**config.mk**
```make
export PLATFORM = sky130hd
export DESIGN_NAME = mul_iter_flat
export DESIGN_NICKNAME = d
export VERILOG_FILES = /design/src/rtl/mul_iter_pkg.sv /design/src/rtl/mul_iter_if.sv /design/src/rtl/mul_iter.sv /design/src/flat_wrapper.sv
export SDC_FILE = /design/constraint.sdc
export NUM_CORES = 1
export LEC_CHECK = 0
export ABC_AREA = 1
export CORE_ASPECT_RATIO = 0.8
export CORE_UTILIZATION = 58
export DETAILED_ROUTE_END_ITERATION = 16
export PLACE_DENSITY_LB_ADDON = 0.12
export SYNTH_ARGS = -nofsm -noshare
export SYNTH_HDL_FRONTEND = slang
export SYNTH_SLANG_ARGS = --single-unit
```
**constraint.sdc**
```tcl
create_clock -name clk -period 7.3 [get_ports clk]
set_input_delay 1.46 -clock clk [delete_from_list [all_inputs] [get_ports clk]]
set_output_delay 1.46 -clock clk [all_outputs]
set_load 0.03 [all_outputs]
```
**src/rtl/mul_iter_pkg.sv**
```systemverilog
// mul_iter_pkg: shared widths, FSM states and operand magnitude helper for mul_iter
package mul_iter_pkg;
  localparam int DATA_W = 32;
  localparam int CNT_W = 5;
  typedef enum logic [1:0] {IDLE, RUN, DONE} state_t;
  function automatic logic [DATA_W-1:0] mag(input logic [DATA_W-1:0] v, input logic s);
    return (s && v[DATA_W-1]) ? -v : v;
  endfunction
endpackage

```
**src/rtl/mul_iter_if.sv**
```systemverilog
// mul_iter_if: operand request, pipeline control and regfile write bundle of mul_iter
interface mul_iter_if;
  import mul_iter_pkg::*;
  logic start;
  logic is_signed;
  logic [DATA_W-1:0] op1;
  logic [DATA_W-1:0] op2;
  logic annul;
  logic stall;
  logic busy;
  logic [DATA_W-1:0] hi;
  logic [DATA_W-1:0] lo;
  logic mul_we;
  modport master (output start, is_signed, op1, op2, annul, input stall, busy, hi, lo, mul_we);
  modport slave (input start, is_signed, op1, op2, annul, output stall, busy, hi, lo, mul_we);
endinterface

```
**src/rtl/mul_iter.sv**
```systemverilog
// mul_iter: radix-2 shift-add 32x32 MULT/MULTU engine with stall request and one-cycle hi/lo write strobe
module mul_iter
  import mul_iter_pkg::*;
(
  input logic clk,
  input logic rst,
  mul_iter_if.slave bus
);
  state_t state, state_nx;
  logic [CNT_W-1:0] cnt;
  logic [DATA_W-1:0] mcand;
  logic [2*DATA_W-1:0] acc, acc_nx, prod;
  logic [DATA_W:0] sum;
  logic neg, accept, zero_op, last;
  always_comb begin
    accept = state == IDLE && bus.start && !bus.annul;
    zero_op = bus.op1 == '0 || bus.op2 == '0;
    last = cnt == CNT_W'(DATA_W - 1);
    sum = {1'b0, acc[2*DATA_W-1:DATA_W]} + (acc[0] ? {1'b0, mcand} : '0);
    acc_nx = {sum, acc[DATA_W-1:1]};
    prod = neg ? -acc_nx : acc_nx;
    state_nx = state == IDLE ? (accept ? (zero_op ? DONE : RUN) : IDLE)
             : state == RUN ? (bus.annul ? IDLE : last ? DONE : RUN)
             : IDLE;
    bus.stall = accept || state == RUN;
    bus.busy = state != IDLE;
    bus.mul_we = state == DONE;
  end
  always_ff @(posedge clk or posedge rst)
    if (rst) state <= IDLE;
    else state <= state_nx;
  always_ff @(posedge clk or posedge rst) begin
    if (rst) begin
      cnt <= '0;
      acc <= '0;
      mcand <= '0;
      neg <= 1'b0;
      bus.hi <= '0;
      bus.lo <= '0;
    end else if (accept) begin
      cnt <= '0;
      mcand <= mag(bus.op1, bus.is_signed);
      acc <= {{DATA_W{1'b0}}, mag(bus.op2, bus.is_signed)};
      neg <= bus.is_signed && (bus.op1[DATA_W-1] ^ bus.op2[DATA_W-1]);
      if (zero_op) begin
        bus.hi <= '0;
        bus.lo <= '0;
      end
    end else if (state == RUN && !bus.annul) begin
      cnt <= cnt + 1'b1;
      acc <= acc_nx;
      if (last) begin
        bus.hi <= prod[2*DATA_W-1:DATA_W];
        bus.lo <= prod[DATA_W-1:0];
      end
    end
  end
endmodule
```
**src/flat_wrapper.sv**
```systemverilog
// flat-port wrapper written by rule: the top's interface ports become plain ports
module mul_iter_flat import mul_iter_pkg::*;
  (clk, rst, bus_start, bus_is_signed, bus_op1, bus_op2, bus_annul, bus_stall, bus_busy, bus_hi, bus_lo, bus_mul_we);
  mul_iter_if bus_i ();
  input logic clk;
  input logic rst;
  input wire logic [$bits(bus_i.start)-1:0] bus_start;
  input wire logic [$bits(bus_i.is_signed)-1:0] bus_is_signed;
  input wire logic [$bits(bus_i.op1)-1:0] bus_op1;
  input wire logic [$bits(bus_i.op2)-1:0] bus_op2;
  input wire logic [$bits(bus_i.annul)-1:0] bus_annul;
  output wire logic [$bits(bus_i.stall)-1:0] bus_stall;
  output wire logic [$bits(bus_i.busy)-1:0] bus_busy;
  output wire logic [$bits(bus_i.hi)-1:0] bus_hi;
  output wire logic [$bits(bus_i.lo)-1:0] bus_lo;
  output wire logic [$bits(bus_i.mul_we)-1:0] bus_mul_we;
  assign bus_i.start = bus_start;
  assign bus_i.is_signed = bus_is_signed;
  assign bus_i.op1 = bus_op1;
  assign bus_i.op2 = bus_op2;
  assign bus_i.annul = bus_annul;
  assign bus_stall = bus_i.stall;
  assign bus_busy = bus_i.busy;
  assign bus_hi = bus_i.hi;
  assign bus_lo = bus_i.lo;
  assign bus_mul_we = bus_i.mul_we;
  mul_iter u_core (.clk(clk), .rst(rst), .bus(bus_i));
endmodule
```
# Word level (Yosys, flattened, before mapping)
# Cells that the tools add are included.
# op_classes
add_sub_neg,5
n_eq_ne,4
muxes,21
n_bitwise,1
n_reduce_logical,16
# op_table
operator,n
2-to-1 mux 32 bit,10
2-to-1 mux 64 bit,3
logical NOT 32 bit,2
negator 32 bit,2
negator 64 bit,1
adder 32 x 33 -> 33 bit,1
2-to-1 mux 2 bit,6
2-to-1 mux 5 bit,2
logical AND 1 bit,6
nonzero test 2 bit,3
adder 5 x 1 -> 5 bit (second input constant),1
equality test 5 bit (second input constant),1
AND reduction 3 bit,1
equality test 2 x 1 -> 1 bit (second input constant),1
equality test 2 bit (second input constant),1
logical NOT 2 bit,1
logical OR 1 bit,2
inequality test 2 bit (second input constant),1
logical NOT 1 bit,1
XOR 1 bit,1
# word_totals
register_bits,168
inputBits,69
out_inout_bits,67
word_cells,54

# Depth between registers and ports, before layout
# depth
word_depth,7
mapped_depth,24
ltp_nobuf,22

# Worst setup path after synthesis
# OpenSTA, ideal clock, no wires.
# synth_timing
path_type,input to output
startpoint,in bus_start
endpoint,out bus_stall
arrival_ps,2659
required_ps,5840
path_slack_ps,3181
cell_stages,6
path_buffers,2
path_cell_list,inv_1 -> nor3_2 -> inv_1 -> clkbuf_1 -> clkbuf_1 -> nand2_1
# synth_via
elab_chain_len,3
# synth_rtl
element,line,rtl
"start, declared",flat_wrapper.sv:7,input wire logic [$bits(bus_i.start)-1:0] bus_start;
logical AND 1 bit (2 in series),mul_iter.sv:16,accept = state == IDLE && bus.start && !bus.annul;
logical OR 1 bit,mul_iter.sv:25,bus.stall = accept || state == RUN;
"end, declared",flat_wrapper.sv:12,output wire logic [$bits(bus_i.stall)-1:0] bus_stall;
# No other way between the ends.

# Final worst setup path
# layout_timing
startpoint,in bus_annul
endpoint,reg u_core.bus.lo[8]
# layout_via
elab_chain_len,4
elab_cells_between_ends,8
classes_between,eq/ne: 1; mux: 1; reduce/logical: 6
# layout_rtl
element,line,rtl
"start, declared",flat_wrapper.sv:11,input wire logic [$bits(bus_i.annul)-1:0] bus_annul;
logical NOT 1 bit *,"mul_iter.sv:16, mul_iter.sv:49",
"logical AND 1 bit, on equally long branches","mul_iter.sv:16, mul_iter.sv:49",
inequality test 2 bit (no source line) or nonzero test 2 bit (tied branches),--,
AND reduction 3 bit (no source line),--,
"end signal, assigned",mul_iter.sv:54,bus.lo <= prod[DATA_W-1:0];
"end, declared",mul_iter_if.sv:15,"modport slave (input start, is_signed, op1, op2, annul, output stall, busy, hi, lo, mul_we);"
# Every way passes the cells marked *; elsewhere a longest branch is shown, timed or not.
# A chain may end at the register's enable or synchronous reset.

==> results.json <==
{
  "run_status": "complete, no violations",
  "rows": 48,
  "clk_pin_slew_ns": 0.07,
  "internal-power_mw": 2.05,
  "syn-num-nets": 2120,
  "cp.arrival_ns": 4.80,
  "synthTopCellsByArea": "dfrtp_1 (32%), nand2_1 (20%), inv_1 (7.8%), o21ai_0 (7.3%), nor2_1 (5.1%)",
  "globalplace.congestion": 0.968,
  "grt_max_degree": 113,
  "port-buffer-count": 135,
  "via_count": 13500,
  "wire_per_inst_um": 16.6,
  "cts.repair.resized": 0,
  "required_ns": 7.64,
  "die_w_um": 169,
  "synth_cell_type_count": 47,
  "clock_sinks": 168,
  "viasPerCell": 5.55,
  "ctsLongestPathBuffers": 2,
  "p_per_area_nw_per_um2": 252,
  "drive_gt1_share_pct": 6.06,
  "cts_buffers": 17,
  "diodes": 0,
  "clkPwrFrac_pct": 22.8,
  "clk_latency_ns": 0.44,
  "slew_headroom_pct": 31.5,
  "sequentialPowerShare_pct": 31.7,
  "io_pins": 136,
  "finalClockSkew_ns": 0.0147,
  "first_pass_iters": 6,
  "synth_top_area_cell": "dfrtp_1",
  "netlist_instances": 2013,
  "die_h_um": 136,
  "synth_ff_type": "dfrtp_1",
  "post-route-period-util_pct": 61.2,
  "synth.ff_latch_count": 168,
  "ant_nets": 0,
  "p_comb_share_pct": 45.5,
  "criticalPathCategory": "input pin to register",
  "worst_pin_slew_ns": 1.03,
  "core_um2": 21700,
  "drcViolationCount": 0,
  "grt_pass1_vias": 12300,
  "postSynthAreaPerCell_um2": 6.43,
  "post_cts_buffers": 0,
  "crit_top_cell": "inv_2",
  "overflow": 0,
  "drt-initial-drc-count": 1554,
  "grt_first_pass_wirelength_mm": 64.2,
  "grt_usage_pct": 36.1,
  "endpoint_kind": "register",
  "tritoncts": "built",
  "fin_area_um2": 15100,
  "start_kind": "input pin",
  "area_growth_pct": 16.3,
  "drv_cap": 0,
  "cts_htree_levels": 4,
  "synth_edf_count": 0,
  "die_area_um2": 22900,
  "hold_violations": 0,
  "syn_area_um2": 13000,
  "min_path_type": "register to register",
  "p_switching_mw": 1.74,
  "setup_viol": 0,
  "drt-total-wl_mm": 40.3,
  "hold_buffers": 0,
  "leakage_nw": 7.69,
  "nets": 2222,
  "slew_viol_final": 0,
  "initial_utilization_pct": 59.6,
  "cp_slowest_stage_delay_ns": 0.76,
  "ir_worst_vdd_mv": 0.175,
  "yosys_warnings": 0,
  "fin_crit_ns": 4.47,
  "fmax_mhz": 224,
  "postPlaceCellArea_um2": 14500,
  "nFillCells": 2034,
  "cp_slowest_cell": "inv_2",
  "setup_tns_ns": 0,
  "worstPathCellList": "clkdlybuf4s50_1 > nor2_2 > inv_2 > nor2_2 > buf_4 > inv_2 > nand2_2 > inv_2 > buf_4 > nand2_1 > o31ai_1",
  "hpwl_mm": 31.0,
  "rsz0062_at_grt": "no",
  "path_max_fanout": 66,
  "antenna_found_initial": 0,
  "p_sw_share_pct": 45.8,
  "synth.top_cell.area_share_pct": 32.5,
  "ys_seq_area_share_pct": 32.5,
  "cts-root-buf": "clkbuf_16",
  "ys_async_sr_fraction_pct": 100
}
[cell families after synthesis]
group	share of synthesized area, %
AO/OA/AOI/OAI	12.6
XOR/XNOR	5.13
AND/OR/NAND/NOR	36.1
buffers and inverters	10.0
flip-flops	32.5
adder cells (fa/ha/maj)	3.73
[cell type report]
cell class	count	area, µm²	share of cell area [%]
multi-input cells	1504	7460	49.6
clock buffers	20	447	2.97
repair buffers	144	1420	9.42
clock inverters	12	95.1	0.631
well taps	300	375	2.49
flip-flops and latches	168	4210	27.9
inverters	280	1060	7.01
[placed cells by master, fill, tap and decap left out, drive strengths merged, types with 9 or more instances in the layout]
master	instances
clkdlybuf4s50	135
nor3	23
dfrtp	168
xor2	57
o31ai	15
nand2	704
a21oi	47
xnor2	18
nor2	197
inv	282
nand3	117
clkbuf	20
ha	37
buf	9
nand4	29
o21ai	211
[path summary, 6_finish.rpt]
check | from | end | slack (ns) | depth (start not counted)
max in group asynchronous | rst | u_core.neg | 4.59 | 3
min | u_core.cnt[3] | u_core.cnt[3] | 0.47 | 1
max reg2reg | u_core.acc[0] | u_core.bus.hi[14] | 3.78 | 17
min in group asynchronous | rst | u_core.acc[13] | 1.41 | 2
max | bus_annul | u_core.bus.lo[8] | 2.83 | 11
min reg2reg | u_core.cnt[3] | u_core.cnt[3] | 0.47 | 1
[worst max-delay path: cells and delay by family]
kind / cells / cell delay (ns)
and+or+nand+nor: 4 / 0.43
AOI/OAI and AO/OA: 1 / 0.10
buffers and inverters: 6 / 2.74
[power by group through the flow]
stage / Combinational (mW) / Clock (mW) / Sequential, mW
final: 1.73 / 0.863 / 1.20
after detailed placement: 1.67 / 0 / 1.21
after CTS: 1.69 / 0.859 / 1.20
after global placement: 1.65 / 0 / 1.21
after global routing: 1.90 / 0.898 / 1.22
after floorplan: 1.19 / 0 / 1.18
[per-layer routing]
layer  vias up  global-route usage (%)  share of wire, %  wire length, µm
met3        63                    7.48               9.7             3890
met2       645                    53.3                43            17200
met4         0                    11.6               2.4              986
met5         -                       0                 0                0
li1       6575                       -                 -                -
met1      6193                    52.7                45            18300
[registers in the layout, summed over array words and instances (netlist names)]
signal and cells:
u_core.cnt 5, u_core.bus.lo 32, u_core.state 2, u_core.bus.hi 32, u_core.neg 1, u_core.mcand 32
u_core.acc 64
[cell usage after synthesis (2+ instances only)]
| cell | n |
|---|---|
| a21boi_0 | 2 |
| a21oi_1 | 45 |
| a21oi_2 | 2 |
| a22o_1 | 2 |
| a31o_2 | 2 |
| a31oi_1 | 3 |
| a32o_1 | 5 |
| and2_1 | 6 |
| and3_1 | 3 |
| buf_2 | 9 |
| buf_4 | 2 |
| clkbuf_1 | 49 |
| dfrtp_1 | 168 |
| ha_1 | 37 |
| inv_1 | 270 |
| inv_2 | 9 |
| nand2_1 | 675 |
| nand2_2 | 29 |
| nand3_1 | 106 |
| nand3_2 | 11 |
| nand3b_1 | 6 |
| nand4_1 | 28 |
| nor2_1 | 175 |
| nor2_2 | 16 |
| nor2_4 | 6 |
| nor3_1 | 19 |
| nor3_2 | 4 |
| nor4_1 | 4 |
| o211ai_1 | 6 |
| o21ai_0 | 188 |
| o21ai_1 | 20 |
| o21ai_2 | 3 |
| o221ai_1 | 2 |
| o22ai_1 | 2 |
| o31ai_1 | 15 |
| xnor2_1 | 17 |
| xor2_1 | 57 |
[per-stage QoR]
stage	power [mW]	worst slack, ns	utilization [%]	hold WS (ns)	std cells
6_report	3.79	2.83	69.3	0.469	2428
5_1_grt	4.01	2.57	69.3	0.491	2428
4_1_cts	3.75	2.89	69.3	0.474	2428
3_5_place_dp	2.89	2.47	66.8	0.464	2396
3_3_place_gp	2.85	2.58	66.8	0.455	2396
2_1_floorplan	2.37	1.29	-	0.434	2013
Power figures use the tool's default switching activity.
